### src/rtl/inst_fetcher.sv
// Instruction fetch stage: owns the PC, a direct-mapped one-word-line I-cache, and the mem_ctrl IF handshake.
// Define ICACHE_EN for the 2^ICACHE_IDX_W-line cache; otherwise a single-entry buffer tagged with pc[31:2].
module inst_fetcher #(
    parameter logic [31:0] RESET_PC     = 32'h0,
    parameter int          ICACHE_IDX_W = 4
) (
    input  logic        clk,
    input  logic        rst,
    input  logic        rdy,
    output logic        inst_IF_req,
    output logic [31:0] inst_IF_addr,
    input  logic        inst_IF_flag,
    input  logic [31:0] inst_IF,
    input  logic        dec_stall,
    input  logic        jump_flag,
    input  logic [31:0] jump_pc,
    output logic        inst_valid,
    output logic [31:0] inst,
    output logic [31:0] inst_pc
);

    typedef enum logic {
        LOOKUP = 1'b0,
        MISS   = 1'b1
    } state_t;

    state_t      state, state_n;
    logic [31:0] pc, pc_n;
    logic        jump_pend, jump_pend_n;
    logic [31:0] pend_pc, pend_pc_n;
    logic        inst_valid_n;
    logic [31:0] inst_n, inst_pc_n;
    logic        fill;
    logic [31:0] jump_tgt;
    logic        unused_jump_lo;

    assign jump_tgt       = {jump_pc[31:2], 2'b00};
    assign unused_jump_lo = ^jump_pc[1:0];

`ifdef ICACHE_EN
    localparam int IDX_W = ICACHE_IDX_W;
    localparam int LINES = 2 ** IDX_W;
    localparam int TAG_W = 30 - IDX_W;

    logic [IDX_W-1:0] idx;
    logic [TAG_W-1:0] tag;
    assign idx = pc[IDX_W+1:2];
    assign tag = pc[31:IDX_W+2];
`else
    // The single-entry buffer has no index, so the index width has no effect here.
    localparam int unused_idx_w = ICACHE_IDX_W;
    localparam int LINES = 1;
    localparam int TAG_W = 30;

    logic [0:0]       idx;
    logic [TAG_W-1:0] tag;
    assign idx = 1'b0;
    assign tag = pc[31:2];
`endif

    logic [LINES-1:0] line_vld;
    logic [TAG_W-1:0] line_tag  [LINES];
    logic [31:0]      line_data [LINES];
    logic             hit;

    assign hit = line_vld[idx] && (line_tag[idx] == tag);

    // Request drops in the flag cycle so mem_ctrl sees exactly one read per miss.
    assign inst_IF_req  = (state == MISS) && !inst_IF_flag;
    assign inst_IF_addr = (state == MISS) ? pc : 32'h0;

    always_comb begin
        state_n      = state;
        pc_n         = pc;
        jump_pend_n  = jump_pend;
        pend_pc_n    = pend_pc;
        inst_valid_n = 1'b0;
        inst_n       = inst;
        inst_pc_n    = inst_pc;
        fill         = 1'b0;
        case (state)
            LOOKUP: begin
                if (jump_flag) begin
                    pc_n = jump_tgt;
                end else if (hit) begin
                    if (!dec_stall) begin
                        inst_valid_n = 1'b1;
                        inst_n       = line_data[idx];
                        inst_pc_n    = pc;
                        pc_n         = pc + 32'd4;
                    end
                end else begin
                    state_n = MISS;
                end
            end
            MISS: begin
                if (inst_IF_flag) begin
                    fill        = 1'b1;
                    state_n     = LOOKUP;
                    jump_pend_n = 1'b0;
                    if (jump_flag)
                        pc_n = jump_tgt;
                    else if (jump_pend)
                        pc_n = pend_pc;
                end else if (jump_flag) begin
                    // The read in flight is never aborted; the redirect waits for the fill.
                    jump_pend_n = 1'b1;
                    pend_pc_n   = jump_tgt;
                end
            end
            default: state_n = LOOKUP;
        endcase
    end

    always_ff @(posedge clk) begin
        if (!rst) begin
            state      <= LOOKUP;
            pc         <= RESET_PC;
            jump_pend  <= 1'b0;
            pend_pc    <= 32'h0;
            inst_valid <= 1'b0;
            inst       <= 32'h0;
            inst_pc    <= 32'h0;
            line_vld   <= '0;
        end else if (rdy) begin
            state      <= state_n;
            pc         <= pc_n;
            jump_pend  <= jump_pend_n;
            pend_pc    <= pend_pc_n;
            inst_valid <= inst_valid_n;
            inst       <= inst_n;
            inst_pc    <= inst_pc_n;
            if (fill)
                line_vld[idx] <= 1'b1;
        end
    end

    // Tag/data storage needs no reset; the valid bits gate every use.
    always_ff @(posedge clk) begin
        if (rst && rdy && fill) begin
            line_tag[idx]  <= tag;
            line_data[idx] <= inst_IF;
        end
    end

endmodule
### config.mk
export PLATFORM = sky130hd
export DESIGN_NAME = inst_fetcher
export DESIGN_NICKNAME = d
export VERILOG_FILES = /design/src/rtl/inst_fetcher.sv
export SDC_FILE = /design/constraint.sdc
export NUM_CORES = 1
export LEC_CHECK = 0
export BUFFER_PORTS_ARGS = -buffer_cell sky130_fd_sc_hd__buf_4
export CORE_ASPECT_RATIO = 1.5
export CORE_MARGIN = 8
export CORE_UTILIZATION = 30
export CTS_CLUSTER_DIAMETER = 30
export DETAILED_ROUTE_END_ITERATION = 12
export SLEW_MARGIN = 20
export SYNTH_ARGS = -nofsm -noshare
export SYNTH_HDL_FRONTEND = slang
export SYNTH_SLANG_ARGS = --single-unit
### constraint.sdc
create_clock -name clk -period 4.85 [get_ports clk]
set_input_delay 0.2425 -clock clk [delete_from_list [all_inputs] [get_ports clk]]
set_output_delay 0.2425 -clock clk [all_outputs]
set_load 0.02 [all_outputs]
==> results.yml, run 1 <==
status:
  status: "complete, no violations"
sta:
  rsz0062_at_grt: "no"
  fin_skew_ns: 0.0142
  fin_setup_tns_ns: 0
  slew_viol_final: 0
  fin_ws_ns: 1.51
  worstMarginPinSlew_ns: 1.03
  hold_ws_ns: 0.0543
  fmax_mhz: 299
  final_hold_viol_count: 0
  fin_crit_sh: 0.689
  max_slew_margin: 0.306
  setup_viol: 0
  finalCriticalPeriod_ns: 3.34
critical_path:
  slowest_delay_ns: 0.68
  required_ns: 5.18
  crit_family: "simple AND/OR/NAND/NOR gates"
  cp.arrival_ns: 3.67
  path_max_fanout: 12
  reg2reg_from: "pc[16]$_SDFFE_PN0P_"
  endpoint_kind: "flip-flop"
  worst-path-buf-inv: 1
  crit_start: "pc[16]$_SDFFE_PN0P_"
  crit_chain: "xor2_1 > or4b_2 > or4_4 > o21ai_2 > buf_4 > a21oi_1 > a311oi_1"
  critical_path_class: "reg2reg"
  critPathLaunchType: "flip-flop"
  cp_slowest_cell: "or4b_2"
clocking:
  insertion_delay_ns: 0.44
  clock_sinks: 188
  ctsResizeCount: 0
  cts_hold_buf: 32
  clk_pin_slew_ns: 0.07
  cts_tree: "yes"
  cts_root_buf: "clkbuf_16"
  post_cts_buffers: 0
  cts_max_level: 4
  cts-buffers-inserted: 17
  cts.path.max_buffers: 2
logic_synthesis:
  syn_avg_cell_area_um2: 9.79
  ys_warn_count: 0
  synth-async-reset-ratio: 0
  syn_area_um2: 8300
  netlist_instances: 848
  ys_ff_latch: 188
  synth-seq-area-share: 0.528
  synth-edff-count: 62
  synth_flop_cell: "dfxtp_1"
  synth.distinct_cells: 64
die:
  dieHeight_um: 220
  dieWidth_um: 152
  start_util: 0.305
  io_pins: 168
  core_area_um2: 27200
  die_area_um2: 33400
  rows: 74
place:
  place_ws_ns: 1.57
  placed_area_um2: 9770
  gp_congestion: 0.830
  hpwl_um: 17700
  port_buffers: 161
  dpl.cell_count: 1299
drt:
  first_pass_iters: 6
  drc: 0
  wl_um: 25500
  via_per_inst: 5.02
  wire_per_inst_um: 18.7
  drt_iter0_drc: 577
  num_vias: 6847
  antenna_left: 0
power:
  power_density_nw_per_um2: 316
  p_leak_nw: 3.93
  total_power_mw: 3.38
  peakVddDrop_uv: 256
finish:
  utilization: 0.392
  fin_cells: 1365
  mostFrequentLayoutCells: "buf_4, dfxtp_1, nand2_1, nor2_1, a21oi_1"
  post-route-cell-area_um2: 10700
  final_nets: 1079
  syn_to_final_growth_pct: 28.7
  drive_gt1_frac: 0.225
  layout_commonest_cell: "buf_4"
worst_hold_path:
  hp-start: "jump_pc[29]"
  min_path_type: "in2reg"
grt:
  antenna_found_initial: 2
  grt_pass1_wl_um: 39200
  grt_pass1_vias: 6852
  grt-ovfl-total: 0
  grt_start_max_net_pins: 72
  track_usage: 0.150
run:
  maxCapViolCount: 0
## cell usage after synthesis, types with 3 or more instances
master,n,share of area
a221oi_1,3,0.0032
or4_1,6,0.0054
o311ai_0,3,0.0032
mux2i_1,64,0.077
and3_1,8,0.0060
a311oi_1,6,0.0063
nor3_1,3,0.0018
o31ai_1,8,0.0072
xor2_1,13,0.014
a31o_2,5,0.0053
clkbuf_1,52,0.024
and2_1,28,0.021
nand3_1,11,0.0066
dfxtp_1,126,0.30
a21oi_1,65,0.039
inv_1,12,0.0054
or2_2,3,0.0023
o21ai_0,29,0.017
edfxtp_1,62,0.22
nand4_1,19,0.014
nand2_1,105,0.047
a211oi_1,6,0.0054
nor4_1,8,0.0060
o211a_1,7,0.0084
buf_4,12,0.011
or3_1,8,0.0060
o21a_1,6,0.0054
xnor2_1,20,0.021
nor2_1,89,0.040
buf_2,3,0.0018
nand2b_1,5,0.0038
and4_1,6,0.0063
o211ai_1,3,0.0027
a31oi_1,4,0.0030
## final cells by class
class                           count  area [um^2]
Tap cell                          342          428
Antenna cell                        2         5.00
Sequential cell                   188         4390
Fill cell                        2728        16500
Clock inverter                     12          126
Inverter                           12         46.3
Multi-Input combinational cell    580         3570
Clock buffer                       20          458
Timing Repair Buffer              209         1660
## where the power goes
part / internal (mW) / switching [mW]
clock: 0.756 / 0.643
sequential: 1.65 / 0.0535
combinational: 0.121 / 0.154
total: 2.53 / 0.850
## layer usage
layer	global-route usage	wire [um]	vias to the layer above
met4	0.0735	725	0
met5	0	0	-
met2	0.256	12900	228
met1	0.171	10200	3249
met3	0.0392	1580	44
li1	-	-	3326
## cell families (layout without fill, tap and decap cells)
family / Yosys count / after routing / share of synthesized area
simple gates: 310 / 310 / 0.179
xor+xnor: 33 / 33 / 0.0348
flops: 188 / 188 / 0.528
fa+ha+maj: 1 / 1 / 0.00151
mux: 64 / 64 / 0.0772
buf+inv: 83 / 253 / 0.0452
other cells: 1 / 6 / 0.000452
compound gates: 168 / 168 / 0.133
## flip-flops by register name, summed over array words and instances, names as in the netlist
register,count
inst,32
line_data,32
inst_pc,30
line_tag,30
pc,30
pend_pc,30
inst_valid,1
jump_pend,1
line_vld,1
state,1
## worst register-to-register path, cell delays in order (launching register included)
cell	delay, ns
dfxtp_1	0.60
xor2_1	0.14
or4b_2	0.68
or4_4	0.60
o21ai_2	0.53
buf_4	0.32
a21oi_1	0.10
a311oi_1	0.28
## worst paths after layout
kind,to,slack (ns),cells after the start
worst min register to register,jump_pend$_SDFFE_PN0P_,0.44,2
worst max register to register,pc[9]$_SDFFE_PN0P_,1.51,7
worst min-delay path,pend_pc[29]$_SDFFE_PN0P_,0.05,3
worst max-delay path,pc[9]$_SDFFE_PN0P_,1.51,7
No activity file was read; power rests on OpenSTA's default activity.
==> run 2: changes to the inputs <==
- clock period: 4.85 -> 2.9 ns (I/O delays scaled with it)
==> run 2 against run 1 <==
First-iteration DRC count fell by 18%; combinational power is 120% higher; die area stayed put; largest power group unchanged.
==> results.yml, run 2 (synthesized netlist as in run 1, its figures left out) <==
status:
  status: "complete, no violations"
sta:
  max_slew_margin: 0.566
  fin_crit_sh: 0.968
  fin_skew_ns: 0.00717
  slew_viol_final: 0
  finalCriticalPeriod_ns: 2.81
  setup_viol: 0
  final_hold_viol_count: 0
  fin_ws_ns: 0.0932
  rsz0062_at_grt: "no"
  fin_setup_tns_ns: 0
  worstMarginPinSlew_ns: 0.651
  fmax_mhz: 356
place:
  place_ws_ns: 0.0946
  port_buffers: 161
  gp_congestion: 0.890
  hpwl_um: 18800
clocking:
  clk_pin_slew_ns: 0.07
  cts_root_buf: "clkbuf_16"
  clock_sinks: 188
  cts_max_level: 4
  cts-buffers-inserted: 17
  cts_tree: "yes"
  cts.path.max_buffers: 2
  insertion_delay_ns: 0.44
finish:
  n_antenna_cell: 0
  mostFrequentLayoutCells: "buf_4, dfxtp_1, nand2_1, nor2_1, a21oi_1"
  final_nets: 1150
  syn_to_final_growth_pct: 37.0
  seq_area_um2: 4390
  largestRegisters: "inst (32), line_data (32)"
  fill_cells: 2712
  layout_commonest_cell: "buf_4"
  drive_gt1_frac: 0.252
  multiInputGateArea_um2: 3600
power:
  power.switching_mw: 1.43
  seqPwrFrac: 0.498
  swShare: 0.256
  peakVddDrop_uv: 415
  combPwrFrac: 0.109
  total_power_mw: 5.60
  power_density_nw_per_um2: 492
  p_clk_frac: 0.394
  intPower_mw: 4.17
  p_leak_nw: 4.30
die:
  dieHeight_um: 220
  dieWidth_um: 152
  rows: 74
  die_area_um2: 33400
  core_area_um2: 27200
  io_pins: 168
  start_util: 0.305
drt:
  wl_um: 26100
  drt_iter0_drc: 472
  drc: 0
  antenna_left: 0
  num_vias: 7090
  first_pass_iters: 5
  via_per_inst: 4.94
  wire_per_inst_um: 18.2
grt:
  grt_start_max_net_pins: 110
  grt-ovfl-total: 0
  grt_pass1_wl_um: 40800
  grt_pass1_vias: 7197
  antenna_found_initial: 0
  track_usage: 0.155
critical_path:
  cp.arrival_ns: 3.12
  required_ns: 3.21
  endpoint_kind: "flip-flop"
  path_max_fanout: 15
  critPathLaunchType: "flip-flop"
  critical_path_class: "reg2reg"
run:
  maxCapViolCount: 0
worst_hold_path:
  min_path_type: "in2reg"
==> run 2: cell types whose count changed in the layout (fill, tap and decap cells not counted), sizes merged <==
cell	previous run	this run
buf	177	218
dlygate4sd3	32	62
clkinv	2	7
inv	19	15
diode	2	0
bufinv	1	0
clkbuf	20	19
clkinvlp	2	3
==> run 2: repair_timing <==
action	in CTS	in global routing
setup buffers	0	0
hold buffers	62	0
setup endpoints to repair	0	30
endpoints found under the hold margin	65	0
resized for setup	0	5
==> run 2: metal layers <==
metal	global-route usage	vias up	part of all wire
met5	0	-	0
met4	0.0722	0	0.029
met3	0.0363	38	0.055
met2	0.277	221	0.52
met1	0.172	3367	0.40
li1	-	3464	-
==> run 2: area by class of cell <==
class,instances,area share
Clock inverter,13,0.00979
Inverter,12,0.00407
Clock buffer,19,0.0389
Tap cell,342,0.0376
Sequential cell,188,0.386
Multi-Input combinational cell,580,0.316
Timing Repair Buffer,280,0.208
==> run 2: through the flow <==
stage	instance area, um^2	std cells	hold slack, ns	utilization
2_1_floorplan	8320	851	0.244	-
3_3_place_gp	10200	1340	0.323	0.374
3_5_place_dp	10200	1340	0.325	0.374
4_1_cts	11300	1434	0.00150	0.417
5_1_grt	11400	1434	0.0405	0.418
6_report	11400	1434	0.0356	0.418
==> run 2: worst paths after layout <==
kind                                  start                      to  slack, ns  cells past startpoint
hold / removal                          rdy  jump_pend$_SDFFE_PN0P_       0.04                      3
hold reg to reg      jump_pend$_SDFFE_PN0P_  jump_pend$_SDFFE_PN0P_       0.45                      2
setup reg to reg  line_tag[0][14]$_DFFE_PP_     pc[13]$_SDFFE_PN0P_       0.09                      7
setup / recovery  line_tag[0][14]$_DFFE_PP_     pc[13]$_SDFFE_PN0P_       0.09                      7
==> run 2: power by group through the flow <==
stage / Sequential (mW) / Clock [mW] / Combinational [mW]
floorplan: 2.84 / 0 / 0.281
global placement: 2.85 / 0 / 0.528
detailed placement: 2.85 / 0 / 0.534
CTS: 2.79 / 2.27 / 0.605
global route: 2.79 / 2.37 / 0.655
finish: 2.79 / 2.21 / 0.609
==> run 2: critical path: stages (launching register included) <==
cell and delay (ns):
edfxtp_1 0.38, xor2_1 0.16, or4b_2 0.66, or4_4 0.60, o21ai_2 0.23, buf_12 0.18, a31oi_1 0.09, a311oi_1 0.38
==> run 3: changes to the inputs <==
- clock period: 2.9 -> 3.21 ns (I/O delays scaled with it)
==> run 3 against run 2 <==
Clock skew increased by 0.0067 ns; wire length increased by 0.82%; non-clock buffer count decreased by 5; sequential power decreased by 9.3%; setup slack improved by 0.26 ns; register-to-register slack improved by 0.26 ns; final cell count decreased by 0.35%; sequential share of layout area increased by 0.25 points.
==> results.yml, run 3 (synthesized netlist as in run 1, its figures left out) <==
status:
  status: "complete, no violations"
sta:
  rsz0062_at_grt: "no"
  fin_setup_tns_ns: 0
  hold_ws_ns: 0.0588
  finalCriticalPeriod_ns: 2.85
  worstMarginPinSlew_ns: 0.731
  setup_viol: 0
  fin_crit_sh: 0.889
  slew_viol_final: 0
  fmax_mhz: 350
  max_slew_margin: 0.512
  fin_skew_ns: 0.0139
  final_hold_viol_count: 0
grt:
  grt_pass1_vias: 7156
  track_usage: 0.154
  grt_start_max_net_pins: 61
  antenna_found_initial: 0
  grt-ovfl-total: 0
  grt_pass1_wl_um: 40800
drt:
  dr.max_layer_used: "met4"
  num_vias: 7108
  wl_met1_um: 10700
  wl_met2_um: 13400
  wire_per_inst_um: 18.4
  met3WireLength_um: 1270
  antenna_left: 0
  drc: 0
  wl_um: 26300
  drt_iter0_drc: 538
  via_per_inst: 4.97
  first_pass_iters: 5
power:
  peakVddDrop_uv: 349
  swShare: 0.252
  power_density_nw_per_um2: 461
  combPwrFrac: 0.102
  p_leak_nw: 4.26
  seqPwrFrac: 0.485
  intPower_mw: 3.90
  p_clk_frac: 0.413
  power.switching_mw: 1.31
run:
  maxCapViolCount: 0
finish:
  final_nets: 1145
  mostFrequentLayoutCells: "buf_4, dfxtp_1, nand2_1, nor2_1, a21oi_1"
  layout_commonest_cell: "buf_4"
  largestRegisters: "inst (32), line_data (32)"
  seq_area_um2: 4390
  fill_cells: 2683
  utilization: 0.415
  post-route-cell-area_um2: 11300
  multiInputGateArea_um2: 3570
  n_antenna_cell: 0
  syn_to_final_growth_pct: 36.2
  drive_gt1_frac: 0.245
die:
  rows: 74
  start_util: 0.305
  io_pins: 168
  dieHeight_um: 220
  die_area_um2: 33400
  core_area_um2: 27200
  dieWidth_um: 152
critical_path:
  r2r_end: "inst_pc[9]$_SDFFE_PN0P_"
  r2r_slack_ns: 0.36
  endpoint_kind: "flip-flop"
  crit_start: "line_tag[0][14]$_DFFE_PP_"
  cp.arrival_ns: 3.15
  reg2reg_from: "line_tag[0][14]$_DFFE_PP_"
  required_ns: 3.50
  path_max_fanout: 10
  critical_path_class: "reg2reg"
  slowest_delay_ns: 0.54
  critPathLaunchType: "flip-flop"
  crit_chain: "xor2_1 > or4_1 > or4b_4 > nor4_2 > buf_4 > buf_4 > mux2i_1 > nor2_1"
  crit_path_frequent_cell: "buf_4"
  reg2reg_depth: 8
  cp_slowest_cell: "or4b_4"
clocking:
  clk_pin_slew_ns: 0.07
  ctsResizeCount: 0
  cts.path.max_buffers: 2
  cts_root_buf: "clkbuf_16"
  insertion_delay_ns: 0.44
  cts_tree: "yes"
  clock_sinks: 188
  cts_max_level: 4
  post_cts_buffers: 0
  cts_hold_buf: 62
  cts-buffers-inserted: 17
place:
  gp_congestion: 0.895
  port_buffers: 161
  placed_area_um2: 10100
  hpwl_um: 18700
worst_hold_path:
  min_path_type: "in2reg"
  hold_end: "jump_pend$_SDFFE_PN0P_"
  hp-start: "rdy"
  holdPathStages: 3
run 3: how the worst max path moves through the flow:
| stage | to | slack (ns) | cells after the start |
|---|---|---|---|
| after detailed placement | inst_pc[9]$_SDFFE_PN0P_ | 0.37 | 8 |
| after global routing | inst_pc[7]$_SDFFE_PN0P_ | 0.22 | 8 |
| final | inst_pc[9]$_SDFFE_PN0P_ | 0.36 | 8 |
| after floorplan | line_data[0][0]$_DFFE_PP_ | 0.53 | 5 |
| after CTS | inst_pc[9]$_SDFFE_PN0P_ | 0.35 | 8 |
| after global placement | inst_pc[3]$_SDFFE_PN0P_ | 0.41 | 8 |
run 3: routing by layer:
metal	up-vias	track usage
met3	56	0.0340
met4	0	0.0854
li1	3452	-
met5	-	0
met1	3376	0.171
met2	224	0.270
run 3: worst max-delay path, delay by kind of cell, from the launching register on:
family / cells / cell delay [ns]
AND/OR/NAND/NOR: 4 / 1.49
XOR/XNOR: 1 / 0.16
buffers and inverters: 2 / 0.44
multiplexers: 1 / 0.22
flip-flops: 1 / 0.38
run 3: final cells by class:
type                            count  area share
Sequential cell                   188       0.388
Multi-Input combinational cell    580       0.316
Timing Repair Buffer              275       0.202
Clock buffer                       19      0.0383
Tap cell                          342      0.0379
Clock inverter                     13      0.0136
Inverter                           12     0.00410
run 3: power groups by stage:
stage	Combinational, mW	Clock (mW)	Sequential (mW)
after global placement	0.462	0	2.58
after floorplan	0.254	0	2.57
after detailed placement	0.465	0	2.58
after CTS	0.529	2.21	2.53
after global routing	0.569	2.29	2.53
final	0.531	2.15	2.53
run 3: stage by stage:
step | std cells | setup WS, ns | power, mW
2_1_floorplan | 851 | 0.530 | 2.82
3_3_place_gp | 1335 | 0.411 | 3.04
3_5_place_dp | 1335 | 0.368 | 3.05
4_1_cts | 1429 | 0.349 | 5.27
5_1_grt | 1429 | 0.223 | 5.39
6_report | 1429 | 0.355 | 5.21
